[config.mk]
export PLATFORM = sky130hd
export DESIGN_NAME = core_mul_issue
export DESIGN_NICKNAME = d
export VERILOG_FILES = /design/src/rtl/core_mul_issue.sv
export SDC_FILE = /design/constraint.sdc
export NUM_CORES = 1
export LEC_CHECK = 0
export BUFFER_PORTS_ARGS = -buffer_cell sky130_fd_sc_hd__buf_2
export CORE_ASPECT_RATIO = 1.2
export CORE_MARGIN = 2
export CORE_UTILIZATION = 32
export DETAILED_ROUTE_END_ITERATION = 12
export GPL_ROUTABILITY_DRIVEN = 0
export REMOVE_ABC_BUFFERS = 1
export SLEW_MARGIN = 5
export SYNTH_ARGS = -nofsm -noshare
export SYNTH_HDL_FRONTEND = slang
export SYNTH_SLANG_ARGS = --single-unit
[constraint.sdc]
create_clock -name CLK -period 2.35 [get_ports CLK]
set_input_delay 0.1175 -clock CLK [delete_from_list [all_inputs] [get_ports CLK]]
set_output_delay 0.1175 -clock CLK [all_outputs]
set_load 0.01 [all_outputs]
[src/rtl/core_mul_issue.sv]
// Requester-side controller for the integer multiplier streams.
// Issues a/b/op, collects r, and produces a one-cycle writeback.
module core_mul_issue #(
  parameter int TIMEOUT_CYCLES = 64,
  parameter int CNT_W          = 32
) (
  input  logic             CLK,
  input  logic             RST_N,
  input  logic             ex_req_valid,
  output logic             ex_req_ready,
  input  logic [1:0]       ex_op,
  input  logic [31:0]      ex_rs1_data,
  input  logic [31:0]      ex_rs2_data,
  input  logic [4:0]       ex_rd,
  input  logic             flush,
  output logic [31:0]      int_mul_a_tdata,
  output logic             int_mul_a_tvalid,
  input  logic             int_mul_a_tready,
  output logic [31:0]      int_mul_b_tdata,
  output logic             int_mul_b_tvalid,
  input  logic             int_mul_b_tready,
  output logic [1:0]       int_mul_op_tdata,
  output logic             int_mul_op_tvalid,
  input  logic             int_mul_op_tready,
  input  logic [31:0]      int_mul_r_tdata,
  input  logic             int_mul_r_tvalid,
  output logic             int_mul_r_tready,
  output logic             wb_valid,
  output logic [4:0]       wb_rd,
  output logic [31:0]      wb_data,
  output logic             busy,
  output logic             err_timeout,
  output logic [CNT_W-1:0] mul_count
);

  typedef enum logic [1:0] {
    IDLE,
    ISSUE,
    WAIT,
    WB
  } state_t;

  localparam int WD_W = $clog2(TIMEOUT_CYCLES + 1);

  state_t          state;
  state_t          state_d;
  logic [WD_W-1:0] wdog;
  logic            drop;
  logic            accept;
  logic            a_left;
  logic            b_left;
  logic            op_left;
  logic            issue_done;
  logic            r_hs;
  logic            drop_now;
  logic            running;

  assign ex_req_ready = (state == IDLE) && !flush;
  assign accept       = ex_req_valid && ex_req_ready;
  assign busy         = (state != IDLE);
  assign running      = (state == ISSUE) || (state == WAIT);

  // a channel is still pending if valid and not taken this cycle
  assign a_left     = int_mul_a_tvalid && !int_mul_a_tready;
  assign b_left     = int_mul_b_tvalid && !int_mul_b_tready;
  assign op_left    = int_mul_op_tvalid && !int_mul_op_tready;
  assign issue_done = !a_left && !b_left && !op_left;

  assign r_hs     = int_mul_r_tvalid && int_mul_r_tready;
  assign drop_now = drop || flush;
  assign wb_valid = (state == WB) && !flush;

  always_comb begin
    state_d = state;
    unique case (state)
      IDLE:    if (accept) state_d = ISSUE;
      ISSUE:   if (issue_done) state_d = WAIT;
      WAIT:    if (r_hs) state_d = drop_now ? IDLE : WB;
      WB:      state_d = IDLE;
      default: state_d = IDLE;
    endcase
  end

  always_ff @(posedge CLK or negedge RST_N) begin
    if (!RST_N) state <= IDLE;
    else        state <= state_d;
  end

  always_ff @(posedge CLK or negedge RST_N) begin
    if (!RST_N) begin
      int_mul_a_tdata   <= '0;
      int_mul_b_tdata   <= '0;
      int_mul_op_tdata  <= '0;
      int_mul_a_tvalid  <= 1'b0;
      int_mul_b_tvalid  <= 1'b0;
      int_mul_op_tvalid <= 1'b0;
      int_mul_r_tready  <= 1'b0;
      wb_rd             <= '0;
      wb_data           <= '0;
      drop              <= 1'b0;
      wdog              <= '0;
      err_timeout       <= 1'b0;
      mul_count         <= '0;
    end else begin
      if (accept) begin
        int_mul_a_tdata   <= ex_rs1_data;
        int_mul_b_tdata   <= ex_rs2_data;
        int_mul_op_tdata  <= ex_op;
        wb_rd             <= ex_rd;
        int_mul_a_tvalid  <= 1'b1;
        int_mul_b_tvalid  <= 1'b1;
        int_mul_op_tvalid <= 1'b1;
        drop              <= 1'b0;
        wdog              <= '0;
      end
      if (state == ISSUE) begin
        int_mul_a_tvalid  <= a_left;
        int_mul_b_tvalid  <= b_left;
        int_mul_op_tvalid <= op_left;
        if (issue_done) int_mul_r_tready <= 1'b1;
      end
      if (running && flush) drop <= 1'b1;
      if (r_hs) begin
        wb_data          <= int_mul_r_tdata;
        int_mul_r_tready <= 1'b0;
      end
      if (wb_valid) mul_count <= mul_count + 1'b1;
      // counter saturates; flag rises as it reaches the limit
      if (running && wdog != WD_W'(TIMEOUT_CYCLES)) begin
        wdog <= wdog + 1'b1;
        if (wdog == WD_W'(TIMEOUT_CYCLES - 1)) err_timeout <= 1'b1;
      end
    end
  end

endmodule

Yosys cells after proc, flatten, opt, wreduce, memory -nomap -nowiden
Index checks and enable logic that the tools add are counted.
{"block": "word_totals", "in_bits": 111, "regBits": 150, "output_inout_bits": 143, "wordCells": 70}
{"block": "classes", "muxes": 16, "add_sub_neg": 2, "eq_ne": 8, "reduce_logical": 30}
{"operator": "32-bit by 1-bit adder with 32-bit output, second input constant", "count": 1}
{"operator": "7-bit 2-to-1 mux", "count": 2}
{"operator": "2-bit nonzero test", "count": 6}
{"operator": "1-bit logical AND", "count": 11}
{"operator": "1-bit 2-to-1 mux", "count": 9}
{"operator": "2-bit 2-to-1 mux", "count": 4}
{"operator": "2-bit one-hot mux with 4 select lines", "count": 1}
{"operator": "7-bit by 1-bit adder with 7-bit output, second input constant", "count": 1}
{"operator": "7-bit by 6-bit equality test with 1-bit output, second input constant", "count": 1}
{"operator": "1-bit zero test", "count": 7}
{"operator": "7-bit inequality test, second input constant", "count": 1}
{"operator": "2-bit inequality test, second input constant", "count": 3}
{"operator": "2-bit equality test, second input constant", "count": 2}
{"operator": "2-bit AND reduction", "count": 2}
{"operator": "3-bit AND reduction", "count": 1}
{"operator": "2-bit by 1-bit equality test with 1-bit output, second input constant", "count": 1}
{"operator": "2-bit zero test", "count": 1}
{"operator": "1-bit logical OR", "count": 2}

Depth between registers and ports, before layout
Gate-level depths: netlist of run 1.
{"block": "logic_depth", "depth_word": 8, "ltp_mapped": 8, "depth_no_buf": 6}

Worst setup path before layout of run 1
No wires, ideal clock.
{"block": "synth_timing", "path_kind": "register to register", "start": "register state[0]", "end": "register int_mul_a_tdata[30]", "path_slack_ns": 0.664, "n_path_buf": 2, "path_stages_with_launch": 9, "setup_ns": 0.117, "arrival_time_ns": 1.569, "t_required_ns": 2.233, "period_less_slack_ns": 1.686, "path_cell_list": "dfrtp_1 -> inv_1 -> ha_1 -> nor2b_1 -> nand2_1 -> buf_2 -> buf_1 -> nand2_1 -> nand2_1"}
{"block": "synth_between", "elab_chain_len": 3}
{"element": "start: declaration", "line_no": "45", "text": "state_t state;"}
{"element": "start signal: assignment", "line_no": "86", "text": "else state <= state_d;"}
{"element": "2-bit zero test", "line_no": "58", "text": "assign ex_req_ready = (state == IDLE) && !flush;"}
{"element": "1-bit logical AND", "line_no": "58"}
{"element": "via ex_req_ready", "line_no": "10", "text": "output logic ex_req_ready,"}
{"element": "1-bit logical AND", "line_no": "59", "text": "assign accept = ex_req_valid && ex_req_ready;"}
{"element": "end signal: assignment", "line_no": "106", "text": "int_mul_a_tdata <= ex_rs1_data;"}
{"element": "end: declaration", "line_no": "16", "text": "output logic [31:0] int_mul_a_tdata,"}
The timed path passes the listed nets, and every way through them passes these cells.
A chain may end at the register's enable or synchronous reset.

Worst setup path after layout of run 1
{"block": "layout_timing", "start": "register wdog[3]", "end": "register wdog[4]"}
{"block": "layout_between", "elab_chain_len": 3, "elab_cells_between_ends": 5, "cone_classes": "add/sub (1); eq/ne (1); mux (1); reduce/logical (2)"}
{"element": "start: declaration", "line_no": "47", "text": "logic [WD_W-1:0] wdog;"}
{"element": "start signal: assignment", "line_no": "130", "text": "wdog <= wdog + 1'b1;"}
{"element": "branches (longest 3 deep; another with 7-bit by 1-bit adder with 7-bit output)"}
Parallel ways; which one is timed is not known.

==> impl_metrics.toml, run 1 <==
[critical_path]
worstReg2RegStart = "wdog[3]"
crit_path_start = "wdog[3]"
endpoint_kind = "register"
critical_path_required_ns = 2.65
path_class = "reg -> reg"
arrival_ns = 2.13
worstSetupStartpointType = "register"
path_max_fanout = 15

[placed_design]
portBuffers = 253
dp_cells = 1074
hpwl_mm = 10.5

[clock_tree]
htree_levels = 4
clk_path_buf_depth = 2
path_clk_slew_ns = 0.06
clk_latency_ns = 0.42
cts_tree = "done"
root_buffer = "clkbuf_16"
cts_buffers = 17
cts_sinks = 150
postCtsSetupBuffers = 0
ctsResizeCount = 0

[layout]
regArea_mm2 = 0.00375
fin_nets = 1061
drive_above_1_share = 0.351
diodes = 0
fillers = 1717
multi_input_area_mm2 = 0.00224
synthToLayoutAreaGrowth_pct = 53.5
final-instance-count-excl-fill = 1211

[global_routing]
grt_max_degree = 60
antenna_found_initial = 0
overflow = 0
grt_pass1_vias = 5485
grt_usage = 0.166
grt_pass1_wl_mm = 26.7

[sta]
finalSetupViolCount = 0
maxSlewViolCount = 0
hold_viol_final = 0
tns_ns = 0
rsz0062_at_grt = "no"
slew_headroom = 0.616
fin_skew_ns = 0.00807
finalCritPeriodShare = 0.782
tightest_slew_ns = 0.571
clock.fmax_mhz = 544
min_period_ns = 1.84

[logic_synthesis]
netlist_area_mm2 = 0.00614
synth_cell_types = 37
synth_edf_count = 0
yosys_warnings = 0
synth-seq-cells = 150
synthTopCellsByCount = "nand2_1, dfrtp_1, mux2_2"
yosysMostFrequentCell = "nand2_1"
synth_cells = 582
async_reset_ff_frac = 1.00
ys_seq_area_frac = 0.611
yosysTopAreaCell = "dfrtp_1"
syn_avg_cell_area_um2 = 10.5
yosysTopAreaCellShare = 0.611
synthTopCellsByArea = "dfrtp_1, nand2_1, mux2_2"
ys.flop_type = "dfrtp_1"

[outcome]
status = "finished clean"

[drt]
via_per_inst = 4.42
drtIter0Drc = 235
wl_per_cell_um = 13.7
routed-via-count = 5347
drc = 0
drt_wl_total_mm = 16.5
first_pass_iters = 5
final_antenna_net_count = 0

[power_and_ir_drop]
power_density_mw_per_mm2 = 1110
peakVddDrop_v = 0.000576
p_leak_nw = 4.94

[job]
cap_violations = 0

[floorplan]
initial_core_util = 0.326
pin_count = 254
rows = 55
die_w_um = 130
coreArea_mm2 = 0.0189
fp.dieH_um = 156
dieArea_mm2 = 0.0203

[worst_hold_path]
hold_path.class = "in -> reg"
min_from = "flush"
## critical path, cell delays in order, from the launching register on
cell and delay [ns]:
dfrtp_1 0.42, or4_4 0.56, o21ai_4 0.32, nor3_1 0.09
a311o_1 0.32
## routing by layer
metal  GRT usage  up-vias  part of all wire  routed length [um]
met4      0.0588        0             0.018                 303
met2       0.284      190              0.49                8120
met3      0.0394       19             0.055                 915
li1            -     2625                 -                   -
met1       0.205     2513              0.44                7210
met5           0        -                 0                   0
## where the power goes
part           internal [W]  switching, W
combinational       0.00158       0.00187
sequential          0.00357      0.000544
clock               0.00177       0.00113
## sequential cells by signal, summed over array words and instances (netlist names)
name	count
wdog	7
int_mul_op_tvalid	1
wb_rd	5
err_timeout	1
wb_data	32
int_mul_a_tdata	32
int_mul_op_tdata	2
int_mul_a_tvalid	1
state	2
drop	1
int_mul_b_tdata	32
int_mul_r_tready	1
int_mul_b_tvalid	1
mul_count	32
## per-stage QoR
stage	hold WS, ns	total power (W)	setup slack [ns]	utilization	cell area [um2]
after detailed placement	0.128	0.00748	0.500	0.410	7740
after global routing	0.0343	0.0112	0.398	0.500	9420
after global placement	0.130	0.00741	0.537	0.410	7740
after CTS	0.00446	0.0106	0.495	0.500	9420
final	0.0161	0.0105	0.513	0.500	9420
after floorplan	-0.178	0.00594	-0.473	-	6020
## layout make-up
class                      count  share of cell area
sequential                   150               0.398
inverter                       8             0.00319
clock inverter                12              0.0175
multi-input combinational    396               0.238
clock buffer                  20              0.0495
tap                          256              0.0340
timing repair buffer         369               0.259
## cells by family (layout without fill, tap and decap cells)
group | count (synthesis) | count (layout) | synth area share
buffers and inverters | 36 | 409 | 0.0240
muxes | 36 | 36 | 0.0654
DFF | 150 | 150 | 0.611
AOI/OAI and AO/OA | 17 | 17 | 0.0202
adders and majority gates | 8 | 8 | 0.0163
and+or+nand+nor | 302 | 302 | 0.216
xor gates and xnor gates | 33 | 33 | 0.0471
## placed cells by master (no fill, tap or decap), drive strengths merged, types with 2 or more instances in the layout
master,n
buf,264
nand2,228
dfrtp,150
dlygate4sd3,105
mux2,33
xnor2,30
clkbuf,20
nand4,19
nand3,14
inv,12
and3,9
ha,8
o21ai,8
nor2,6
and4,5
nor3,5
xor2,3
mux2i,3
nand2b,3
bufinv,3
clkinvlp,3
nor2b,2
nor3b,2
nand4b,2
and2,2
a311o,2
a31oi,2
clkinv,2
## timing repair
action,CTS,global route
endpoints found under the setup margin,0,0
endpoints found under the hold margin,157,0
hold buffers,105,0
## path summary, 6_finish.rpt
| check | endpoint | slack, ns | cells after the start |
|---|---|---|---|
| setup / recovery | wdog[4] | 0.51 | 4 |
| hold / removal | drop | 0.02 | 2 |
| setup reg to reg | wdog[4] | 0.51 | 4 |
| hold reg to reg | err_timeout | 0.46 | 2 |
| max in group asynchronous | int_mul_b_tdata[16] | 1.42 | 3 |
| min in group asynchronous | mul_count[17] | 0.24 | 2 |
Note: power is estimated with default switching activity, not from simulation.
==> run 2, diff against run 1 <==
- clock period: 2.35 -> 1.55 ns (I/O delays scaled with it)
==> run 2 against run 1 <==
The run now ends with negative setup slack left. Clock skew down 0.0014 ns. Register-to-register slack worse by 0.62 ns. First-iteration DRC count up 20%. Via count up 5.5%. Global-route usage up 0.20 points. Critical path depth unchanged. Combinational power up 72%. Largest cell class unchanged. Highest routed layer unchanged.
==> impl_metrics.toml, run 2 (synthesized netlist as in run 1, its figures left out) <==
[outcome]
status = "finished with violations"
failed_checks = "negative setup slack"

[floorplan]
pin_count = 254
coreArea_mm2 = 0.0189
die_w_um = 130
fp.dieH_um = 156
rows = 55
dieArea_mm2 = 0.0203
initial_core_util = 0.326

[global_routing]
antenna_found_initial = 0
grt_usage = 0.168
overflow = 0
grt_pass1_vias = 5599
grt_max_degree = 44
grt_pass1_wl_mm = 27.1

[sta]
finalCritPeriodShare = 1.07
tightest_slew_ns = 0.390
holdWs_ns = 0.0202
clock.fmax_mhz = 605
maxSlewViolCount = 0
fin_skew_ns = 0.00662
min_period_ns = 1.65
finalSetupViolCount = 4
slew_headroom = 0.740
fin_ws_ns = -0.103
hold_viol_final = 0
rsz0062_at_grt = "yes"

[clock_tree]
clk_latency_ns = 0.41
htree_levels = 4
cts_buffers = 17
root_buffer = "clkbuf_16"
clk_path_buf_depth = 2
cts_tree = "done"
path_clk_slew_ns = 0.06
cts_sinks = 150

[job]
cap_violations = 0

[layout]
utilization = 0.536
diodes = 0
fin_nets = 1110
fillers = 1636
multi_input_area_mm2 = 0.00240
stdcell_area_mm2 = 0.0101
synthToLayoutAreaGrowth_pct = 64.5
final_cell_mix = "buf_2, nand2_1, dfrtp_1, dlygate4sd3_1, buf_4"
final_common_cell = "buf_2"
regArea_mm2 = 0.00375
drive_above_1_share = 0.407

[power_and_ir_drop]
power_density_mw_per_mm2 = 1630
power.switching_w = 0.00556
p_leak_nw = 5.29
seqPwrFrac = 0.378
peakVddDrop_v = 0.000972
clock_power_share = 0.261
pwr-share-comb = 0.361
swShare = 0.338
p_int_w = 0.0109

[critical_path]
arrival_ns = 1.94
path_max_fanout = 6
rr_worst_depth = 4
path_class = "reg -> reg"
endpoint_kind = "register"
critical_path_required_ns = 1.84
worstSetupStartpointType = "register"

[placed_design]
portBuffers = 253
hpwl_mm = 10.9
place_area_mm2 = 0.00802

[drt]
routed-via-count = 5641
via_per_inst = 4.48
first_pass_iters = 4
wl_per_cell_um = 14.1
final_antenna_net_count = 0
drc = 0
drtIter0Drc = 282
drt_wl_total_mm = 17.7

[worst_hold_path]
min_path_cells = 3
hold_path.class = "in -> reg"
-- run 2: changes by cell type in the layout (fill, tap and decap cells not counted), sizes merged --
| cell | previous run | this run |
|---|---|---|
| clkinvlp | 3 | 2 |
| buf | 264 | 309 |
| dlygate4sd3 | 105 | 107 |
| clkinv | 2 | 4 |
-- run 2: path summary, 6_finish.rpt --
kind / slack, ns / startpoint / end
worst max-delay path: -0.10 / wdog[3] / wdog[3]
min in group asynchronous: 0.13 / RST_N / mul_count[17]
max in group asynchronous: 0.84 / RST_N / int_mul_b_tdata[22]
worst min register to register: 0.47 / int_mul_b_tdata[11] / int_mul_b_tdata[11]
worst min-delay path: 0.02 / int_mul_b_tready / int_mul_b_tvalid
worst max register to register: -0.10 / wdog[3] / wdog[3]
-- run 2: worst max-delay path, stage by stage (launching register included) --
cell     delay (ns)
dfrtp_1        0.38
or4_4          0.55
o21ai_4        0.21
nor3_1         0.07
a311o_1        0.32
-- run 2: layout make-up --
class	instances	share of cell area
clock buffer	18	0.0435
clock inverter	13	0.0170
inverter	8	0.00297
multi-input combinational	396	0.238
sequential	150	0.372
tap	256	0.0317
timing repair buffer	418	0.295
-- run 2: per-stage QoR --
step / std cells / setup slack, ns / TNS (ns) / total power, W
after floorplan: 554 / -1.27 / -83.37 / 0.00900
after global placement: 1103 / -0.0636 / -0.142 / 0.0115
after detailed placement: 1103 / -0.0924 / -0.239 / 0.0117
after CTS: 1242 / -0.107 / -0.299 / 0.0163
after global routing: 1259 / -0.159 / -1.67 / 0.0176
final: 1259 / -0.103 / -0.266 / 0.0165
-- run 2: power groups by stage --
stage	clock (W)	combinational, W	sequential [W]
2_1_floorplan	0	0.00208	0.00692
3_3_place_gp	0	0.00532	0.00622
3_5_place_dp	0	0.00544	0.00622
4_1_cts	0.00442	0.00570	0.00620
5_1_grt	0.00460	0.00661	0.00641
6_report	0.00430	0.00594	0.00622
-- run 2: per-layer routing --
layer	part of all wire	global-route usage	up-vias
met1	0.41	0.203	2703
met2	0.51	0.288	194
li1	-	-	2718
met3	0.060	0.0432	26
met4	0.021	0.0653	0
met5	0	0	-
-- run 2: repair_timing --
item                       CTS  global route
gates resized for setup      7            44
pin swaps                    1            21
setup buffers                0            14
setup endpoints to repair    6           102
hold buffers               107             0
hold endpoints to repair   256             0
gates cloned                 1             3
